**src/rtl/regfile_wb_arbiter.sv**
```systemverilog
// Register file write-port arbiter between pipeline WB and the long-latency unit,
// with a busy scoreboard used by decode for RAW/WAW stalls.
module regfile_wb_arbiter #(
   parameter int STARVE_LIMIT = 4
) (
   input  logic        i_clk,
   input  logic        i_rst_n,
   input  logic        i_wb_valid,
   input  logic [4:0]  i_wb_addr,
   input  logic [31:0] i_wb_data,
   output logic        o_wb_stall,
   input  logic        i_ll_valid,
   input  logic [4:0]  i_ll_addr,
   input  logic [31:0] i_ll_data,
   output logic        o_ll_ready,
   input  logic        i_issue_valid,
   input  logic [4:0]  i_issue_rd,
   input  logic [4:0]  i_dec_rs1,
   input  logic [4:0]  i_dec_rs2,
   input  logic [4:0]  i_dec_rd,
   output logic        o_dec_stall,
   output logic        o_rd_wren,
   output logic [4:0]  o_rd_addr,
   output logic [31:0] o_rd_data,
   output logic [31:0] o_busy_mask
);

   localparam logic [3:0] LIM = 4'(STARVE_LIMIT);

   logic [31:0] busy;
   logic [31:0] busy_nxt;
   logic [3:0]  starve_cnt;
   logic [3:0]  starve_nxt;
   logic        ll_pri;
   logic        gnt_ll;
   logic        gnt_wb;

   assign ll_pri = i_ll_valid && (starve_cnt == LIM);

   // Grant is gated by reset so every handshake output is low while held in reset
   always_comb begin
      gnt_ll = 1'b0;
      gnt_wb = 1'b0;
      if (i_rst_n) begin
         if (ll_pri)
            gnt_ll = 1'b1;
         else if (i_wb_valid)
            gnt_wb = 1'b1;
         else if (i_ll_valid)
            gnt_ll = 1'b1;
      end
   end

   assign o_ll_ready = gnt_ll;
   assign o_wb_stall = i_wb_valid && gnt_ll;

   always_comb begin
      o_rd_wren = 1'b0;
      o_rd_addr = 5'd0;
      o_rd_data = 32'd0;
      if (gnt_ll) begin
         o_rd_addr = i_ll_addr;
         o_rd_data = i_ll_data;
         o_rd_wren = (i_ll_addr != 5'd0);
      end else if (gnt_wb) begin
         o_rd_addr = i_wb_addr;
         o_rd_data = i_wb_data;
         o_rd_wren = (i_wb_addr != 5'd0);
      end
   end

   always_comb begin
      starve_nxt = starve_cnt;
      if (!i_ll_valid || gnt_ll)
         starve_nxt = 4'd0;
      else if (starve_cnt != LIM)
         starve_nxt = starve_cnt + 4'd1;
   end

   // Set is applied after clear so a same-register set wins
   always_comb begin
      busy_nxt = busy;
      if (i_ll_valid && gnt_ll)
         busy_nxt[i_ll_addr] = 1'b0;
      if (i_issue_valid && (i_issue_rd != 5'd0))
         busy_nxt[i_issue_rd] = 1'b1;
      busy_nxt[0] = 1'b0;
   end

   always_ff @(posedge i_clk or negedge i_rst_n) begin
      if (!i_rst_n) begin
         busy       <= 32'd0;
         starve_cnt <= 4'd0;
      end else begin
         busy       <= busy_nxt;
         starve_cnt <= starve_nxt;
      end
   end

   // busy[0] is never set, so index 0 contributes nothing
   assign o_dec_stall = i_rst_n &&
                        (busy[i_dec_rs1] | busy[i_dec_rs2] | busy[i_dec_rd]);
   assign o_busy_mask = busy;

endmodule

```
**config.mk**
```make
export PLATFORM = sky130hd
export DESIGN_NAME = regfile_wb_arbiter
export DESIGN_NICKNAME = d
export VERILOG_FILES = /design/src/rtl/regfile_wb_arbiter.sv
export SDC_FILE = /design/constraint.sdc
export NUM_CORES = 1
export LEC_CHECK = 0
export CORE_ASPECT_RATIO = 0.5
export CORE_UTILIZATION = 39
export CTS_BUF_LIST = sky130_fd_sc_hd__clkbuf_4
export DETAILED_ROUTE_END_ITERATION = 10
export PLACE_DENSITY = 0.83
export SLEW_MARGIN = 25
export SYNTH_ARGS = -nofsm -noshare
export SYNTH_HDL_FRONTEND = slang
export SYNTH_SLANG_ARGS = --single-unit
export TNS_END_PERCENT = 100
```
**constraint.sdc**
```tcl
create_clock -name i_clk -period 2.05 [get_ports i_clk]
set_input_delay 0.205 -clock i_clk [delete_from_list [all_inputs] [get_ports i_clk]]
set_output_delay 0.205 -clock i_clk [all_outputs]
set_load 0.05 [all_outputs]
```
* After elaboration in Yosys (flattened, before gate mapping)
Index checks and enable logic that the tools add are counted.
Storage, ports and cells: register bits after elaboration 35, word-level logic and storage cells 57
Operators by class: add/subtract/negate cells 1, order comparisons 7, equality and inequality tests 2, mux-type cells 27, bitwise gates (word level) 5, reductions and logical operators 13
Operators with widths (count):
- 32-bit 2-to-1 mux | 4
- 32-bit AND | 1
- 32-bit inverter | 1
- 32-bit OR | 1
- 5-bit by 6-bit < comparator with 1-bit output, second input constant | 5
- 1-bit binary-select mux with 5-bit select | 3
- 5-bit nonzero test | 3
- 1-bit 2-to-1 mux | 14
- 1-bit demux with 5-bit select | 2
- 5-bit by 1-bit greater-or-equal comparator with 1-bit output, second input constant | 2
- 5-bit 2-to-1 mux | 2
- 4-bit 2-to-1 mux | 2
- 1-bit logical AND | 7
- 4-bit by 1-bit adder with 4-bit output, second input constant | 1
- 4-bit by 3-bit == test with 1-bit output, second input constant | 1
- 4-bit by 3-bit inequality test with 1-bit output, second input constant | 1
- 1-bit OR | 2
- 2-bit nonzero test | 1
- 1-bit zero test | 1
- 1-bit logical OR | 1

* Logic depth before layout (Yosys ltp)
word-level depth 9, depth in mapped cells 8, gate-level depth less buffers 7

* Worst setup path before layout
OpenSTA, ideal clock, no wires.
path type register to output, start register starve_cnt[0], end output port o_rd_addr[2], data arrival time 2.390 ns, setup slack -0.545 ns, cell stages (with the launch flop) 7, path through dfrtp_1 inv_1 ha_1 nand3b_4 a211oi_4 clkbuf_1 a22o_1
On the way: elaborated cells between the ends (all ways) 8, those cells by class eq/ne: 1; mux: 6; reduce/logical: 1
RTL lines:
- start: declaration | RTL line 32 | logic [3:0] starve_cnt;
- start signal: assignment | RTL line 96 | starve_cnt <= starve_nxt;
- 4-bit by 3-bit == test with 1-bit output | RTL line 38 | assign ll_pri = i_ll_valid && (starve_cnt == LIM);
- 1-bit logical AND | RTL line 38
- 1-bit 2-to-1 mux | RTL line 45 | if (ll_pri)
- 1-bit 2-to-1 mux | RTL line 44 | if (i_rst_n) begin
- net o_ll_ready | RTL line 15 | output logic o_ll_ready,
- 5-bit 2-to-1 mux | RTL line 61 | if (gnt_ll) begin
- end: declaration | RTL line 23 | output logic [4:0] o_rd_addr,
The timed path passes the listed nets, and every way through them passes these cells.

* Worst setup path in the final report
start register busy[26] (netlist: o_busy_mask[26]), end output port o_dec_stall
On the way: cells in the longest elaborated chain, start to end 5, elaborated cells between the ends (all ways) 9, those cells by class mux: 6; bitwise: 2; reduce/logical: 1
Ends and longest elaborated chain:
- start: declaration | RTL line 30 | logic [31:0] busy;
- start signal: assignment | RTL line 95 | busy <= busy_nxt;
- 1-bit binary-select mux with 5-bit select | RTL line 102 | (busy[i_dec_rs1] | busy[i_dec_rs2] | busy[i_dec_rd]);
- 1-bit 2-to-1 mux (implied by the code) | RTL line 102
- 1-bit OR | RTL line 102
- 1-bit OR * | RTL line 102
- 1-bit logical AND * | RTL line 101 | assign o_dec_stall = i_rst_n &&
- end: declaration | RTL line 21 | output logic o_dec_stall,
Every way passes the cells marked *; elsewhere a longest branch is shown, timed or not. The select of a mux whose other input is x is not followed.

==> results.cfg <==
[global_routing]
grt.total_usage = 0.497
grt_antenna_before_repair = 4
grt_pass1_vias = 4480
grt_start_max_net_pins = 38
grt_pass1_wl_mm = 27.6
global_route.overflow_total = 0

[clocking]
cts_hold_buf = 0
number_of_clock_buffers_inserted_by_tritoncts = 5
clk_path_buf_depth = 2
htree_num_levels = 2
path_clk_slew_ps = 160
cts_tree = done
numClockSinks = 35
clock_insertion_delay_worst_skew_ps = 380
clock_root_buffer = sky130_fd_sc_hd__clkbuf_4

[sta]
timing.final.setup_violations = 73
rsz0062_at_grt = yes
fin_crit_sh = 1.34
final.min_clock_period_ps = 2750
postLayoutSetupSlackWorst_ps = -703
finalMaxSlewViolations = 0
timing.fmax_mhz = 363
pin_slew_with_the_least_headroom_to_its_limit_ps = 606
max_slew_margin = 0.596
clock_skew_ps = 20.4
hold_viol = 0

[yosys]
synth-main-ff-cell = sky130_fd_sc_hd__dfrtp_1
synth_top_cells_by_area = sky130_fd_sc_hd__dfrtp_1 30%, sky130_fd_sc_hd__a22o_1 11%, sky130_fd_sc_hd__o21ai_0 11%, sky130_fd_sc_hd__mux4_2 10%, sky130_fd_sc_hd__mux2i_1 3.5%
netlist-cell-type-count = 50
syn_area_per_cell_sq_um = 9.66
ys_ff_latch = 35
ys.warnings.count = 0
post_syn_nets = 399
synth_enable_flop_cells = 0
synthesis.instances = 298
synth.cells.most_frequent = 62 x sky130_fd_sc_hd__o21ai_0, 37 x sky130_fd_sc_hd__a22o_1, 35 x sky130_fd_sc_hd__dfrtp_1
yosysMostFrequentCell = sky130_fd_sc_hd__o21ai_0
sequential_share_of_the_synthesized_area = 0.304
proportion_of_register_bits_with_asynchronous_set_or_reset_after_synthesis = 1.00
yosysTopAreaCellShare = 0.304
synthDominantAreaCellType = sky130_fd_sc_hd__dfrtp_1
synth.cell_area_sq_um = 2880

[route]
wl_per_cell_um = 35.7
route.antenna.remaining_nets = 0
remaining_drc_errors = 0
wl_met3_mm = 3.46
met1Wirelength_mm = 7.29
drt_iter0_drc = 819
first_pass_iters = 5
route.final.wire_length_mm = 22.5
routed.top_layer = met5
routed_via_density = 7.45
dr_total_vias = 4694
sum_of_met2_wire_segment_lengths_after_detailed_routing_mm = 9.35

[finish]
final_util = 0.952
post_route_cells_drive_above_1_share = 0.508
design.final.nets = 635
fillCellCount = 166
post_layout_nonfiller_instances = 630
area_growth_syn_to_layout_pct = 128

[floorplanning]
die_h_um = 62.8
initial_utilization = 0.417
die_x_um = 124
fp-row-count = 21
core_region_area_sq_um = 6910
dieArea_sq_um = 7750
io_pins = 172

[setup_path]
worstReg2RegStart = starve_cnt[0]$_DFFE_PN0P_
kind_of_critical_path = reg2out
worst_r2r_endpoint = o_busy_mask[25]$_DFF_PN0_
critical_path_peak_fanout = 4
critPathArrivalTime_ps = 2550
worst_setup_path_end_kind = output port
critPathLaunchType = flop
cp.required_ps = 1850
worst-r2r-setup-slack_ps = -450
r2r.worst_path.cells = 11

[placement]
placement.setup.worst_slack_ps = -512
finalWeightedCongestion = 0.916
place_hpwl_mm = 9.78
port_buffers = 170
post-place-cells = 579

[status]
failed_checks = negative setup slack
run_status = finished with violations

[power_and_ir_drop]
total_power_uw = 4830
vdd.ir_drop.worst_mv = 0.551
leakagePower_uw = 0.00272
power_density_nw_per_um2 = 735

[hold_path]
min_path_type = in2async

[flow_run]
cap_viol_max_count = 0
-- worst max-delay path, stage by stage (launching register included) --
cell and delay (ps):
sky130_fd_sc_hd__dfrtp_2 480, sky130_fd_sc_hd__mux4_2 500, sky130_fd_sc_hd__mux2i_1 330, sky130_fd_sc_hd__o22ai_1 210, sky130_fd_sc_hd__nor4_4 350, sky130_fd_sc_hd__a31oi_4 130, sky130_fd_sc_hd__buf_12 170
-- layout by cell type, fill, tap and decap left out, types with 9 or more instances in the layout --
| cell | count |
|---|---|
| sky130_fd_sc_hd__clkdlybuf4s50_1 | 122 |
| sky130_fd_sc_hd__buf_4 | 57 |
| sky130_fd_sc_hd__buf_12 | 48 |
| sky130_fd_sc_hd__a22o_4 | 37 |
| sky130_fd_sc_hd__o21ai_1 | 31 |
| sky130_fd_sc_hd__dfrtp_2 | 31 |
| sky130_fd_sc_hd__o21ai_2 | 27 |
| sky130_fd_sc_hd__mux4_2 | 14 |
| sky130_fd_sc_hd__buf_6 | 13 |
| sky130_fd_sc_hd__mux2i_1 | 10 |
| sky130_fd_sc_hd__inv_1 | 9 |
| sky130_fd_sc_hd__nor2_1 | 9 |
-- state kept, by name, summed over array words and instances (netlist names) --
register and flops:
o_busy_mask 31, starve_cnt 4
-- cell families after synthesis --
logic type	after synthesis	share of synthesized area
simple gates	61	0.122
buf+inv	35	0.0621
fa+ha+maj	2	0.00869
flops	35	0.304
mux	33	0.193
xor+xnor	2	0.00609
other cells	1	0.00130
compound gates	129	0.303
-- report_power, final --
part	total (uW)	switching, uW	internal [uW]
clock network	587	330	257
logic	3060	1730	1330
registers	1180	310	873
-- layer usage --
layer	vias to the layer above	track usage
li1	1652	-
met1	2186	0.537
met2	607	0.796
met3	247	0.209
met4	2	0.322
met5	-	0.0347
-- how the worst max path moves through the flow --
stage | start | endpoint | slack [ps] | depth (start not counted)
after global routing | o_busy_mask[26]$_DFF_PN0_ | o_dec_stall | -840 | 6
after CTS | o_busy_mask[31]$_DFF_PN0_ | o_dec_stall | -380 | 6
after detailed placement | i_dec_rd[0] | o_dec_stall | -510 | 7
final | o_busy_mask[26]$_DFF_PN0_ | o_dec_stall | -700 | 6
after global placement | i_dec_rd[0] | o_dec_stall | -440 | 7
after floorplan | starve_cnt[0]$_DFFE_PN0P_ | o_rd_wren | -20 | 7
-- per-stage QoR --
step	setup TNS, ps	hold WS (ps)	area [sq um]
2_1_floorplan	-97.4	-90.6	3010
3_3_place_gp	-438	558	5440
3_5_place_dp	-802	577	5440
4_1_cts	-12170	337	6320
5_1_grt	-26910	443	6570
6_report	-25150	387	6580
-- timing repair --
| action | 4_1_cts | 5_1_grt |
|---|---|---|
| pin swaps | 52 | 30 |
| endpoints found under the setup margin | 62 | 74 |
| setup buffers | 22 | 16 |
| cloned | 8 | 0 |
| resized for setup | 127 | 63 |
-- final cells by class --
| type | count | area (sq um) | area share |
|---|---|---|---|
| Timing Repair Buffer | 253 | 2990 | 0.454 |
| Sequential cell | 35 | 915 | 0.139 |
| Inverter | 11 | 41.3 | 0.00628 |
| Clock buffer | 5 | 37.5 | 0.00571 |
| Antenna cell | 3 | 7.51 | 0.00114 |
| Multi-Input combinational cell | 228 | 2430 | 0.370 |
| Clock inverter | 3 | 43.8 | 0.00666 |
| Tap cell | 92 | 115 | 0.0175 |
Power figures use the tool's default switching activity.
